$ cat config.mk
export PLATFORM = sky130hd
export DESIGN_NAME = writeback_buffer
export DESIGN_NICKNAME = d
export VERILOG_FILES = /design/src/rtl/cache_pkg.sv /design/src/rtl/wbb_store.sv /design/src/rtl/writeback_buffer.sv
export SDC_FILE = /design/constraint.sdc
export NUM_CORES = 1
export LEC_CHECK = 0
export ABC_AREA = 1
export BUFFER_PORTS_ARGS = -buffer_cell sky130_fd_sc_hd__buf_2
export CELL_PAD_IN_SITES_DETAIL_PLACEMENT = 2
export CELL_PAD_IN_SITES_GLOBAL_PLACEMENT = 2
export CORE_MARGIN = 5
export CORE_UTILIZATION = 37
export DETAILED_ROUTE_END_ITERATION = 8
export GPL_TIMING_DRIVEN = 1
export PLACE_DENSITY = 0.87
export SYNTH_ARGS = -nofsm -noshare
export SYNTH_HDL_FRONTEND = slang
export SYNTH_SLANG_ARGS = --single-unit
$ cat constraint.sdc
create_clock -name clk -period 9.6 [get_ports clk]
set_input_delay 1.92 -clock clk [delete_from_list [all_inputs] [get_ports clk]]
set_output_delay 1.92 -clock clk [all_outputs]
set_load 0.005 [all_outputs]
$ cat src/rtl/cache_pkg.sv
`default_nettype none
// ============================================================================
// Module   : cache_pkg
// Brief    : Shared types, defaults and the line-address match helper used by
//            the write-back buffer.
// Revision : 1.0
// ============================================================================
package cache_pkg;

    localparam int c_addr_w  = 32;
    localparam int c_data_w  = 32;
    localparam int c_match_w = 64;

    typedef enum logic [1:0] {
        IDLE      = 2'd0,
        DRAIN_REQ = 2'd1,
        FILL_REQ  = 2'd2,
        FILL_WAIT = 2'd3
    } wbb_state_t;

    // Callers zero-extend their addresses; the byte offset [1:0] never participates.
    function automatic logic line_match(input logic [c_match_w-1:0] a,
                                        input logic [c_match_w-1:0] b);
        return a[c_match_w-1:2] == b[c_match_w-1:2];
    endfunction

endpackage
`default_nettype wire

$ cat src/rtl/wbb_store.sv
`default_nettype none
// ============================================================================
// Module   : wbb_store
// Brief    : Circular eviction store with valid bits, coalesce lookup for new
//            evictions and youngest-match lookup for fill forwarding.
// Revision : 1.0
// ============================================================================
module wbb_store
    import cache_pkg::*;
#(
    parameter int DEPTH  = 4,
    parameter int ADDR_W = c_addr_w,
    parameter int DATA_W = c_data_w
) (
    input  logic                       clk,
    input  logic                       reset,
    input  logic                       i_push,
    input  logic [ADDR_W-1:0]          i_push_addr,
    input  logic [DATA_W-1:0]          i_push_data,
    input  logic                       i_pop,
    input  logic                       i_head_busy,
    input  logic [ADDR_W-1:0]          i_fill_addr,
    output logic                       o_coal_hit,
    output logic                       o_fwd_hit,
    output logic [DATA_W-1:0]          o_fwd_data,
    output logic [ADDR_W-1:0]          o_head_addr,
    output logic [DATA_W-1:0]          o_head_data,
    output logic                       o_full,
    output logic [$clog2(DEPTH+1)-1:0] o_count
);

    localparam int c_ptr_w = $clog2(DEPTH);
    localparam int c_cnt_w = $clog2(DEPTH+1);

    logic [ADDR_W-1:0]  r_addr [DEPTH];
    logic [DATA_W-1:0]  r_data [DEPTH];
    logic [DEPTH-1:0]   r_valid;
    logic [c_ptr_w-1:0] r_wr_ptr;
    logic [c_ptr_w-1:0] r_rd_ptr;
    logic [c_cnt_w-1:0] r_count;

    logic [c_ptr_w-1:0] w_idx;
    logic [c_ptr_w-1:0] w_coal_idx;
    logic [c_ptr_w-1:0] w_fwd_idx;
    logic               w_coal_hit;
    logic               w_fwd_hit;
    logic               w_push_new;

    // Walk oldest to youngest so the last forward match is the youngest copy.
    always_comb begin
        w_idx      = '0;
        w_coal_idx = '0;
        w_fwd_idx  = '0;
        w_coal_hit = 1'b0;
        w_fwd_hit  = 1'b0;
        for (int i = 0; i < DEPTH; i++) begin
            w_idx = r_rd_ptr + c_ptr_w'(i);
            if (r_valid[w_idx] && !(i_head_busy && (i == 0)) &&
                line_match(c_match_w'(i_push_addr), c_match_w'(r_addr[w_idx]))) begin
                w_coal_hit = 1'b1;
                w_coal_idx = w_idx;
            end
            if (r_valid[w_idx] &&
                line_match(c_match_w'(i_fill_addr), c_match_w'(r_addr[w_idx]))) begin
                w_fwd_hit = 1'b1;
                w_fwd_idx = w_idx;
            end
        end
    end

    assign w_push_new = i_push && !w_coal_hit;

    always_ff @(posedge clk or posedge reset) begin
        if (reset) begin
            r_valid  <= '0;
            r_wr_ptr <= '0;
            r_rd_ptr <= '0;
            r_count  <= '0;
        end else begin
            if (w_push_new) begin
                r_valid[r_wr_ptr] <= 1'b1;
                r_wr_ptr          <= r_wr_ptr + 1'b1;
            end
            if (i_pop) begin
                r_valid[r_rd_ptr] <= 1'b0;
                r_rd_ptr          <= r_rd_ptr + 1'b1;
            end
            if (w_push_new && !i_pop) begin
                r_count <= r_count + 1'b1;
            end else if (!w_push_new && i_pop) begin
                r_count <= r_count - 1'b1;
            end
        end
    end

    // Payload needs no reset: valid bits gate every use.
    always_ff @(posedge clk) begin
        if (w_push_new) begin
            r_addr[r_wr_ptr] <= i_push_addr;
            r_data[r_wr_ptr] <= i_push_data;
        end else if (i_push) begin
            r_data[w_coal_idx] <= i_push_data;
        end
    end

    assign o_coal_hit  = w_coal_hit;
    assign o_fwd_hit   = w_fwd_hit;
    assign o_fwd_data  = r_data[w_fwd_idx];
    assign o_head_addr = r_addr[r_rd_ptr];
    assign o_head_data = r_data[r_rd_ptr];
    assign o_full      = (r_count == c_cnt_w'(DEPTH));
    assign o_count     = r_count;

endmodule
`default_nettype wire

$ cat src/rtl/writeback_buffer.sv
`default_nettype none
// ============================================================================
// Module   : writeback_buffer
// Brief    : Eviction FIFO between a write-back cache and memory; drains in
//            the background and forwards buffered lines to cache fills.
// Revision : 1.0
// ============================================================================
module writeback_buffer
    import cache_pkg::*;
#(
    parameter int DEPTH  = 4,
    parameter int ADDR_W = c_addr_w,
    parameter int DATA_W = c_data_w
) (
    input  logic                       clk,
    input  logic                       reset,
    input  logic                       evict_valid,
    output logic                       evict_ready,
    input  logic [ADDR_W-1:0]          evict_addr,
    input  logic [DATA_W-1:0]          evict_data,
    input  logic                       fill_req_valid,
    output logic                       fill_req_ready,
    input  logic [ADDR_W-1:0]          fill_addr,
    output logic                       fill_resp_valid,
    output logic [DATA_W-1:0]          fill_resp_data,
    output logic                       fill_from_buf,
    output logic                       mem_req_valid,
    input  logic                       mem_req_ready,
    output logic                       mem_req_write,
    output logic [ADDR_W-1:0]          mem_req_addr,
    output logic [DATA_W-1:0]          mem_req_wdata,
    input  logic                       mem_resp_valid,
    input  logic [DATA_W-1:0]          mem_resp_rdata,
    output logic [$clog2(DEPTH+1)-1:0] buf_count
);

    wbb_state_t        r_state, w_state_nxt;
    logic [ADDR_W-1:0] r_fill_addr;
    logic              r_resp_valid;
    logic [DATA_W-1:0] r_resp_data;
    logic              r_from_buf;

    logic              w_coal_hit, w_store_hit, w_full, w_push, w_pop, w_fill_acc;
    logic              w_same_cycle_hit, w_fwd;
    logic [DATA_W-1:0] w_store_data, w_fwd_data;
    logic [ADDR_W-1:0] w_head_addr;
    logic [DATA_W-1:0] w_head_data;
    logic              w_resp_load, w_resp_from_buf, w_fill_latch;
    logic [DATA_W-1:0] w_resp_data;

    wbb_store #(
        .DEPTH  (DEPTH),
        .ADDR_W (ADDR_W),
        .DATA_W (DATA_W)
    ) u_store (
        .clk         (clk),
        .reset       (reset),
        .i_push      (w_push),
        .i_push_addr (evict_addr),
        .i_push_data (evict_data),
        .i_pop       (w_pop),
        .i_head_busy (r_state == DRAIN_REQ),
        .i_fill_addr (fill_addr),
        .o_coal_hit  (w_coal_hit),
        .o_fwd_hit   (w_store_hit),
        .o_fwd_data  (w_store_data),
        .o_head_addr (w_head_addr),
        .o_head_data (w_head_data),
        .o_full      (w_full),
        .o_count     (buf_count)
    );

    assign evict_ready    = !w_full || w_coal_hit;
    assign w_push         = evict_valid && evict_ready;
    assign fill_req_ready = (r_state == IDLE);
    assign w_fill_acc     = fill_req_valid && fill_req_ready;

    // A same-cycle eviction is newer than anything already stored.
    assign w_same_cycle_hit = w_push && line_match(c_match_w'(evict_addr), c_match_w'(fill_addr));
    assign w_fwd            = w_same_cycle_hit || w_store_hit;
    assign w_fwd_data       = w_same_cycle_hit ? evict_data : w_store_data;

    always_comb begin
        w_state_nxt     = r_state;
        w_pop           = 1'b0;
        w_resp_load     = 1'b0;
        w_resp_data     = '0;
        w_resp_from_buf = 1'b0;
        w_fill_latch    = 1'b0;
        mem_req_valid   = 1'b0;
        mem_req_write   = 1'b0;
        mem_req_addr    = '0;
        mem_req_wdata   = '0;
        case (r_state)
            IDLE: begin
                if (w_fill_acc) begin
                    if (w_fwd) begin
                        w_resp_load     = 1'b1;
                        w_resp_data     = w_fwd_data;
                        w_resp_from_buf = 1'b1;
                    end else begin
                        w_fill_latch = 1'b1;
                        w_state_nxt  = FILL_REQ;
                    end
                end else if (buf_count != '0) begin
                    w_state_nxt = DRAIN_REQ;
                end
            end
            DRAIN_REQ: begin
                mem_req_valid = 1'b1;
                mem_req_write = 1'b1;
                mem_req_addr  = w_head_addr;
                mem_req_wdata = w_head_data;
                if (mem_req_ready) begin
                    w_pop       = 1'b1;
                    w_state_nxt = IDLE;
                end
            end
            FILL_REQ: begin
                mem_req_valid = 1'b1;
                mem_req_addr  = r_fill_addr;
                if (mem_req_ready) begin
                    w_state_nxt = FILL_WAIT;
                end
            end
            FILL_WAIT: begin
                if (mem_resp_valid) begin
                    w_resp_load = 1'b1;
                    w_resp_data = mem_resp_rdata;
                    w_state_nxt = IDLE;
                end
            end
            default: w_state_nxt = IDLE;
        endcase
    end

    always_ff @(posedge clk or posedge reset) begin
        if (reset) begin
            r_state      <= IDLE;
            r_fill_addr  <= '0;
            r_resp_valid <= 1'b0;
            r_resp_data  <= '0;
            r_from_buf   <= 1'b0;
        end else begin
            r_state      <= w_state_nxt;
            r_resp_valid <= w_resp_load;
            if (w_fill_latch) begin
                r_fill_addr <= fill_addr;
            end
            if (w_resp_load) begin
                r_resp_data <= w_resp_data;
                r_from_buf  <= w_resp_from_buf;
            end
        end
    end

    assign fill_resp_valid = r_resp_valid;
    assign fill_resp_data  = r_resp_data;
    assign fill_from_buf   = r_from_buf;

endmodule
`default_nettype wire

# Word level (Yosys, flattened, before mapping)
# Memories as Yosys holds them, arrays and structs flattened.
# Cells that the tools add are included.
# totals
inputBits	134
memories	2
ram_bits	256
regBits	79
# mem_list
memory	depth	word_bits	rd	rd_clocked_by_memory_dff	write_ports	line	rtl
u_store.r_addr	4	32	4	0	1	wbb_store.sv:35	logic [ADDR_W-1:0] r_addr [DEPTH];
u_store.r_data	4	32	2	0	1	wbb_store.sv:36	logic [DATA_W-1:0] r_data [DEPTH];
# classes
n_reduce_logical	30
addsub	6
bitwise_logic	3
muxes	66
n_eq_ne	18
order_cmp	7
# op_table
op	n
== test 30 bit	9
two-way mux 32 bit	6
one-hot mux 32 bit (2 select lines)	2
OR reduction 32 bit	1
two-way mux 1 bit	31
two-way mux 2 bit	15
logical AND 1 bit	17
< comparator 2 x 3 -> 1 bit, second input constant	5
binary-select mux 1 bit (select 2 bit)	4
two-way mux 4 bit	2
one-hot mux 2 bit (4 select lines)	1
two-way mux 3 bit	2
!= test 2 bit, second input constant	3
logical NOT 1 bit	5
AND reduction 5 bit	1
adder 2 x 1 -> 2 bit, second input constant	2
adder 2 bit, second input constant	2
AND 4 bit	1
demux 1 bit (select 2 bit)	2
== test 2 bit, second input constant	2
greater-or-equal comparator 2 x 1 -> 1 bit, second input constant	2
inverter 4 bit	1
bitwise OR 4 bit	1
adder 3 x 1 -> 3 bit, second input constant	1
other kinds (11)	12

# Logic depth before layout (Yosys ltp)
# Gate-level depths: netlist of run 1.
# logic_depth
ltp_word	15
ltp_mapped	31
ltp_nobuf	25

# Cells and area by module
# A second synthesis of run 1 with hierarchy kept.
# hier_totals
cells_unflattened	3397
hier_area_um2	23293.6
# modules_own_cells
module	area_each_um2	cells_each	seq_area_each_um2	instances
wbb_store	18416.4	2613	7962.6	1
writeback_buffer	4877.2	784	1701.6	1

# Worst setup path before layout of run 1
# Ideal clock, no wire load.
# synth_path
kind	reg-to-reg
from	register u_store.r_rd_ptr[1]
to	memory u_store.r_data[1][0] in the netlist's numbering (enable)
path_buffers	5
path_stages_with_launch	25
setup_ps	461
setup_slack_ps	3562
t_required_ps	9139
t_arrival_ps	5577
cell_sequence	dfrtp_1 buf_4 inv_2 buf_2 clkbuf_1 buf_1 ha_1 inv_2 clkbuf_1 nand3_1 nand2_1 o21ai_0 nor2_1 nand2_1 nor2_1 nand2_1 nor2_2 nor2_1 nand3_2 nand2_1 inv_1 nand2_1 nand2_1 o21ai_1 nor3_1
# synth_via
elab_chain_cells	15
word_cells_on_any_way	41
classes_between	add/sub: 3; eq/ne: 4; mux: 23; reduce/logical: 10; memory: 1
# synth_rtl
element	line	rtl
start: declaration	wbb_store.sv:39	logic [c_ptr_w-1:0] r_rd_ptr;
start signal: assignment	wbb_store.sv:86	r_rd_ptr <= r_rd_ptr + 1'b1;
parallel branches: the longest is 7 deep, another holds memory (4 x 32 bit)	-	
two-way mux 1 bit (*)	wbb_store.sv:58	if (r_valid[w_idx] && !(i_head_busy && (i == 0)) &&
logical OR 1 bit (*)	writeback_buffer.sv:73	assign evict_ready = !w_full || w_coal_hit;
via evict_ready	writeback_buffer.sv:18	output logic evict_ready,
logical AND 1 bit (*)	writeback_buffer.sv:74	assign w_push = evict_valid && evict_ready;
two-way mux 1 bit or logical AND 1 bit (tied branches)	wbb_store.sv:101, wbb_store.sv:71	
two-way mux 1 bit	wbb_store.sv:98	if (w_push_new) begin
two-way mux 1 bit (implied by the code)	wbb_store.sv:102	r_data[w_coal_idx] <= i_push_data;
OR reduction 32 bit (no source line)	-	
two-way mux 2 bit (no source line) or two-way mux 1 bit (tied branches)	-	
end: declaration	wbb_store.sv:36	
# Mark *: on every way through the listed nets, which the timed path passes. The select of a mux whose other input is x is not followed.

# Final worst setup path of run 1
# layout_path
from	register u_store.r_rd_ptr[0]
to	register r_resp_data[23], in the netlist fill_resp_data[23]
# layout_via
elab_chain_cells	15
word_cells_on_any_way	53
classes_between	add/sub: 3; eq/ne: 8; mux: 27; reduce/logical: 13; memory: 2
# layout_rtl
element	line	rtl
parallel branches: the longest is 15 deep, another holds memory (4 x 32 bit)	-	
end signal: assignment	writeback_buffer.sv:151	r_resp_data <= w_resp_data;
end: declaration	writeback_buffer.sv:40	logic [DATA_W-1:0] r_resp_data;
# Parallel ways; which one is timed is not known. The select of a mux whose other input is x is not followed.
# A chain may end at the register's enable or synchronous reset.

==> flow_summary.json, run 1 <==
{
  "status": "completed",
  "gr-total-overflow": 0,
  "cts_buffer_depth": 3,
  "cp-end-kind": "register",
  "synth.mux.area_fraction_pct": 0.152,
  "utilization_pct": 42.4,
  "power.leakage_nw": 11.5,
  "peakVddDrop_uv": 210,
  "netlist_instances": 3159,
  "nFillCells": 6963,
  "criticalPathCategory": "register to register",
  "drive_gt1_share_pct": 10.8,
  "synthArstFlopShare_pct": 23.6,
  "maxCapViolations": 0,
  "ys_warn_count": 0,
  "yosys.area.top_type": "edfxtp_1",
  "power_density_mw_per_mm2": 376,
  "cts-root-buf": "clkbuf_16",
  "drtIter0Drc": 2039,
  "wl_per_cell_um": 28.7,
  "num_rows": 89,
  "ys_seq_area_share_pct": 43.6,
  "initial_utilization_pct": 37.5,
  "grt_usage_pct": 35.3,
  "synth_compound_area_share_pct": 7.23,
  "yosys.area_share.simple_pct": 40.3,
  "cp_slowest_cell": "buf_4",
  "syn_nets": 3308,
  "fin_nets": 3443,
  "syn_avg_cell_area_um2": 7.01,
  "cts_tree": "yes",
  "syn_to_final_growth_pct": 13.0,
  "cp.arrival_ns": 7.97,
  "die_area_mm2": 0.0649,
  "min_path_type": "register to register",
  "yosys.area_share.xor_xnor_pct": 1.66,
  "timing.final.crit_share_pct": 77.8,
  "cp_num_buf_inv": 2,
  "fmax_mhz": 134,
  "fp.dieH_um": 255,
  "power.total_w": 0.00942,
  "dieWidth_um": 255,
  "synth_edf_count": 256,
  "synth_top_family_by_area": "simple AND/OR/NAND/NOR gates",
  "cts_repair_resize_count": 0,
  "start_kind": "register",
  "path_delay_family": "simple AND/OR/NAND/NOR gates",
  "hold-worst-slack_ns": 0.500,
  "cts_made_buffers": 42,
  "slew_headroom_pct": 22.0,
  "synthTopCellsByArea": "edfxtp_1, nand2_1, nand3_1, dfrtp_1, nor2_1",
  "firstDrtPassIters": 5,
  "core_area_mm2": 0.0591,
  "via_count": 24600,
  "yosys_most_used_dff": "edfxtp_1",
  "place_area_mm2": 0.0237,
  "port_buffers": 238,
  "post-dp-hpwl_um": 82600,
  "routed_wl_um": 118000,
  "clk_latency_ns": 0.62,
  "fin_skew_ns": 0.0405,
  "cts.sink_count": 335,
  "setup_viol_count_final": 0,
  "hold_buffers": 0,
  "final.setup.tns_ns": 0,
  "slew_violations": 0,
  "tightest_slew_ns": 1.17,
  "synth_fa_ha_area_share_pct": 0.881,
  "crit_path_max_fanout": 113,
  "syn-cell-area_mm2": 0.0222,
  "worstHoldPathCells": 2,
  "critPathMaxStageDelay_ns": 0.86,
  "critical_path.cell_chain": "inv_6 -> buf_4 -> nand2_1 -> nand3_1 -> nand2_1 -> nand2_1 -> nand2_1 -> nor2_1 -> nand2_1 -> nor2_1 -> nand2_1 -> nor2_1 -> nor2_1 -> nand3_2 -> nand3_2 -> nand2_2 -> nand3_4 -> nand2_2 -> nor2_1 -> a21oi_1",
  "postCtsSetupRepairBufs": 0,
  "avgViaCountPerCell": 5.99,
  "period_needed_ns": 7.47,
  "grt_setup_unrepaired": "no",
  "path_clk_slew_ns": 0.07,
  "design_area_mm2": 0.0250,
  "drc": 0,
  "antenna_left": 0,
  "grt_pass1_vias": 26700,
  "grt_pass1_wl_um": 173000,
  "finalHoldViolations": 0,
  "synth_top_area_share_pct": 34.7,
  "grt_max_degree": 114,
  "worstPathRequired_ns": 10.11,
  "globalplace.congestion": 0.990,
  "synth.distinct_cells": 41,
  "crit_top_cell": "nand2_1",
  "antenna_found_initial": 6,
  "cp.depth": 20,
  "r2r_cells": 20,
  "ios": 239,
  "htree_levels": 2,
  "ys_ff_latch": 335
}
[layer usage]
layer	routed length [um]	part of all wire [%]	up-vias	GRT usage, %
li1	-	-	10700	-
met1	46500	39	12600	42.9
met2	58100	49	953	62.1
met3	6720	5.7	303	4.72
met4	6360	5.4	6	16.2
met5	48	0.041	-	0
[kinds of logic (layout without fill, tap and decap cells)]
| logic type | count (synthesis) | in the layout |
|---|---|---|
| mux | 3 | 3 |
| flops | 335 | 335 |
| buf+inv | 300 | 467 |
| simple gates | 2150 | 2150 |
| other cells | 0 | 3 |
| compound gates | 314 | 314 |
| fa+ha+maj | 15 | 15 |
| xor+xnor | 42 | 42 |
[registers in the layout, summed over array words and instances, names as in the netlist]
register          cells
u_store.r_valid       4
u_store.r_addr      128
fill_resp_valid       1
fill_resp_data       32
r_state               2
u_store.o_count       3
u_store.r_rd_ptr      2
r_fill_addr          32
fill_from_buf         1
u_store.r_data      128
u_store.r_wr_ptr      2
[report_power, final]
part           internal, W  switching, W
sequential         0.00198      0.000299
combinational      0.00139       0.00410
clock             0.000926      0.000727
total              0.00429       0.00513
[placed cells by master (no fill, tap or decap), drive strengths merged, types with 13 or more instances in the layout]
cell type / count
clkbuf: 55
nand2: 1102
edfxtp: 256
dfrtp: 79
ha: 14
nor2: 439
buf: 264
nand4: 13
xor2: 34
a21oi: 140
clkinv: 22
nand3: 582
o21ai: 162
inv: 120
[final cells by class]
type | instances | area, um^2 | share of cell area (%)
multi-input combinational | 2524 | 11100 | 44.5
sequential | 335 | 9670 | 38.6
timing repair buffer | 264 | 1390 | 5.54
clock buffer | 55 | 1140 | 4.55
tap | 773 | 967 | 3.86
inverter | 127 | 485 | 1.94
clock inverter | 21 | 241 | 0.964
antenna | 3 | 7.51 | 0.0300
[synth_stat cells, types with 4 or more instances]
cell      count
inv_1       120
ha_1         14
edfxtp_1    256
o21ai_1      40
nor2_1      436
nand4_1      13
nand3b_1      4
nand3_1     577
dfrtp_1      79
buf_1        14
nand2_1    1096
clkinv_1      4
buf_6        11
buf_4        20
clkbuf_1     75
nor3_1        5
buf_2        52
o21ai_0     122
xor2_1       34
nand3_2       4
a21oi_1     139
xnor2_1       8
nand2_2       5
[worst reg2reg max path: stages (launching register included)]
cell and delay, ns:
dfrtp_4 0.79, inv_6 0.80, buf_4 0.91, nand2_1 0.32
nand3_1 0.19, nand2_1 0.18, nand2_1 0.30, nand2_1 0.11
nor2_1 0.18, nand2_1 0.13, nor2_1 0.12, nand2_1 0.16
nor2_1 0.23, nor2_1 0.11, nand3_2 0.12, nand3_2 0.62
nand2_2 0.36, nand3_4 0.45, nand2_2 0.91, nor2_1 0.15
a21oi_1 0.26
[final timing paths]
kind	start	to	slack, ns
worst min-delay path	r_fill_addr[21]$_DFFE_PP0P_	r_fill_addr[21]$_DFFE_PP0P_	0.50
worst min register to register	r_fill_addr[21]$_DFFE_PP0P_	r_fill_addr[21]$_DFFE_PP0P_	0.50
worst max register to register	u_store.r_rd_ptr[0]$_DFFE_PP0P_	fill_resp_data[23]$_DFFE_PP0P_	2.13
worst max-delay path	u_store.r_rd_ptr[0]$_DFFE_PP0P_	fill_resp_data[23]$_DFFE_PP0P_	2.13
min in group asynchronous	reset	r_fill_addr[7]$_DFFE_PP0P_	1.31
max in group asynchronous	reset	u_store.r_rd_ptr[0]$_DFFE_PP0P_	6.83
[per-stage QoR]
stage          std cells  setup slack, ns
5_1_grt             4100             1.79
3_3_place_gp        4023             2.75
2_1_floorplan       3159             3.56
4_1_cts             4099             2.26
3_5_place_dp        4023             2.41
6_report            4102             2.13
No activity file was read; power rests on OpenSTA's default activity.
==> inputs of run 2 (changes only) <==
Settings changed: CORE_UTILIZATION 37 to 31, PLACE_DENSITY 0.87 to 0.78.
Clock period 9.6 ns to 6.81 ns, I/O delays scaled along.
==> run 2 against run 1 <==
  * Register-to-register slack lost 0.58 ns
  * Via count decreased by 2.4%
  * Non-clock buffer count rose by 14
  * Critical endpoint is now evict_ready
  * Clock skew rose by 0.0056 ns
  * Global-route usage shrank 5.9 points
  * Largest cell class unchanged
  * Final cell count up 4.8%
  * First-iteration DRC count rose by 0.54%
  * Worst hold slack lost 0.012 ns
  * Highest routed layer unchanged
==> flow_summary.json, run 2 (synthesis results as in run 1) <==
{
  "power_density_mw_per_mm2": 530,
  "fin_skew_ns": 0.0461,
  "r2r_cells": 21,
  "final_common_cell": "nand2_1",
  "cp.arrival_ns": 4.31,
  "worstHoldPathCells": 2,
  "cts.sink_count": 335,
  "post-dp-hpwl_um": 85800,
  "r2r_start": "u_store.r_rd_ptr[1]$_DFFE_PP0P_",
  "slew_violations": 0,
  "layout_common_cells": "nand2_1, nand3_1, nor2_1",
  "hold_buffers": 0,
  "period_needed_ns": 5.67,
  "dp.cells": 4214,
  "die_area_mm2": 0.0769,
  "whs_endpoint": "fill_from_buf$_DFFE_PP0P_",
  "timing.final.crit_share_pct": 83.3,
  "grt_pass1_vias": 26000,
  "num_rows": 98,
  "crit_path_max_fanout": 38,
  "cts_tree": "yes",
  "dieWidth_um": 277,
  "fin_nets": 3458,
  "tightest_slew_ns": 1.00,
  "routed_wl_um": 117000,
  "criticalPathCategory": "register to primary output",
  "path_clk_slew_ns": 0.06,
  "port_buffers": 238,
  "finalHoldViolations": 0,
  "firstDrtPassIters": 6,
  "drtIter0Drc": 2050,
  "grt_setup_unrepaired": "no",
  "r2r_end": "u_store.r_data[3][6]$_DFFE_PP_",
  "drc": 0,
  "cts_buffer_depth": 3,
  "postCtsSetupRepairBufs": 0,
  "wl_per_cell_um": 27.2,
  "avgViaCountPerCell": 5.58,
  "hp-start": "fill_from_buf$_DFFE_PP0P_",
  "antenna_found_initial": 6,
  "status": "completed",
  "cp-end-kind": "primary output",
  "min_path_type": "register to register",
  "setup_viol_count_final": 0,
  "maxCapViolations": 0,
  "grt_max_degree": 196,
  "core_area_mm2": 0.0712,
  "peakVddDrop_uv": 414,
  "via_count": 24000,
  "grt_pass1_wl_um": 172000,
  "stdcell_count": 4298,
  "r2r_setup_slack_ns": 1.55,
  "syn_to_final_growth_pct": 15.4,
  "fp.dieH_um": 277,
  "cts_repair_resize_count": 0,
  "cts-root-buf": "clkbuf_16",
  "power.leakage_nw": 11.6,
  "cts_made_buffers": 43,
  "slew_headroom_pct": 33.1,
  "nFillCells": 8466,
  "drive_gt1_share_pct": 11.1,
  "worstPathRequired_ns": 5.45,
  "fmax_mhz": 176,
  "clk_latency_ns": 0.62,
  "largestRegisters": "u_store.r_addr x128, u_store.r_data x128",
  "start_kind": "register",
  "final.setup.tns_ns": 0,
  "ios": 239,
  "antenna_left": 0,
  "htree_levels": 2,
  "grt_usage_pct": 29.3,
  "gr-total-overflow": 0,
  "globalplace.congestion": 1.01,
  "initial_utilization_pct": 31.1
}
==> run 2: cell types whose count changed in the layout (fill, tap and decap cells not counted), moves of 2 or more <==
cell,previous run,this run
clkbuf_8,4,1
clkbuf_1,9,11
buf_4,26,30
bufinv_16,3,5
inv_16,0,2
buf_12,0,10
clkinv_1,12,15
==> run 2: routing by layer <==
metal	routed length [um]	part of all wire (%)	up-vias	global-route usage, %
met5	46	0.039	-	0
met4	4620	3.9	6	10.6
met3	6120	5.2	196	4.07
met2	57400	49	716	51.3
met1	48900	42	12300	37.1
li1	-	-	10800	-
==> run 2: layout make-up <==
| cell class | count | area (um^2) | share of cell area [%] |
|---|---|---|---|
| multi-input combinational | 2524 | 11100 | 43.6 |
| sequential | 335 | 9670 | 37.8 |
| timing repair buffer | 278 | 1620 | 6.33 |
| tap | 950 | 1190 | 4.65 |
| clock buffer | 55 | 1130 | 4.43 |
| inverter | 127 | 485 | 1.90 |
| clock inverter | 25 | 304 | 1.19 |
| antenna | 4 | 10.0 | 0.0392 |
==> run 2: report_power, final <==
part | switching, W | leakage [nW] | internal, W
Clock | 0.00101 | 0.692 | 0.00138
Combinational | 0.00599 | 7.64 | 0.00206
Sequential | 0.000331 | 3.30 | 0.00278
==> run 2: metrics by stage <==
stage	hold slack (ns)	setup slack (ns)	total power, W	area [um^2]	util [%]
after floorplan	0.459	0.772	0.00764	22200	-
after global placement	0.471	1.68	0.0107	24100	33.8
after detailed placement	0.477	1.60	0.0111	24100	33.8
after CTS	0.490	1.13	0.0135	25500	35.9
after global routing	0.507	0.932	0.0143	25500	35.9
final	0.487	1.14	0.0136	25600	35.9
==> run 2: worst max path at each step <==
stage / startpoint / end / slack, ns
final: u_store.r_rd_ptr[1]$_DFFE_PP0P_ / evict_ready / 1.14
after floorplan: u_store.r_rd_ptr[1]$_DFFE_PP0P_ / u_store.r_data[1][0]$_DFFE_PP_ / 0.77
after global placement: u_store.r_rd_ptr[1]$_DFFE_PP0P_ / u_store.r_data[3][4]$_DFFE_PP_ / 1.68
after CTS: u_store.r_rd_ptr[1]$_DFFE_PP0P_ / evict_ready / 1.13
after global routing: u_store.r_rd_ptr[1]$_DFFE_PP0P_ / evict_ready / 0.93
after detailed placement: u_store.r_rd_ptr[1]$_DFFE_PP0P_ / u_store.r_data[3][4]$_DFFE_PP_ / 1.60
==> run 2: critical path: stages, from the launching register on <==
cell      delay [ns]
dfrtp_4         0.41
clkinv_2        0.36
ha_2            0.46
inv_2           0.52
buf_12          0.33
nand3_1         0.19
nand2_1         0.21
o21ai_1         0.08
nor2_1          0.22
nand2_1         0.15
nor2_1          0.12
nand2_1         0.07
nor2_2          0.13
nor2_1          0.09
nand3_2         0.13
buf_2           0.20
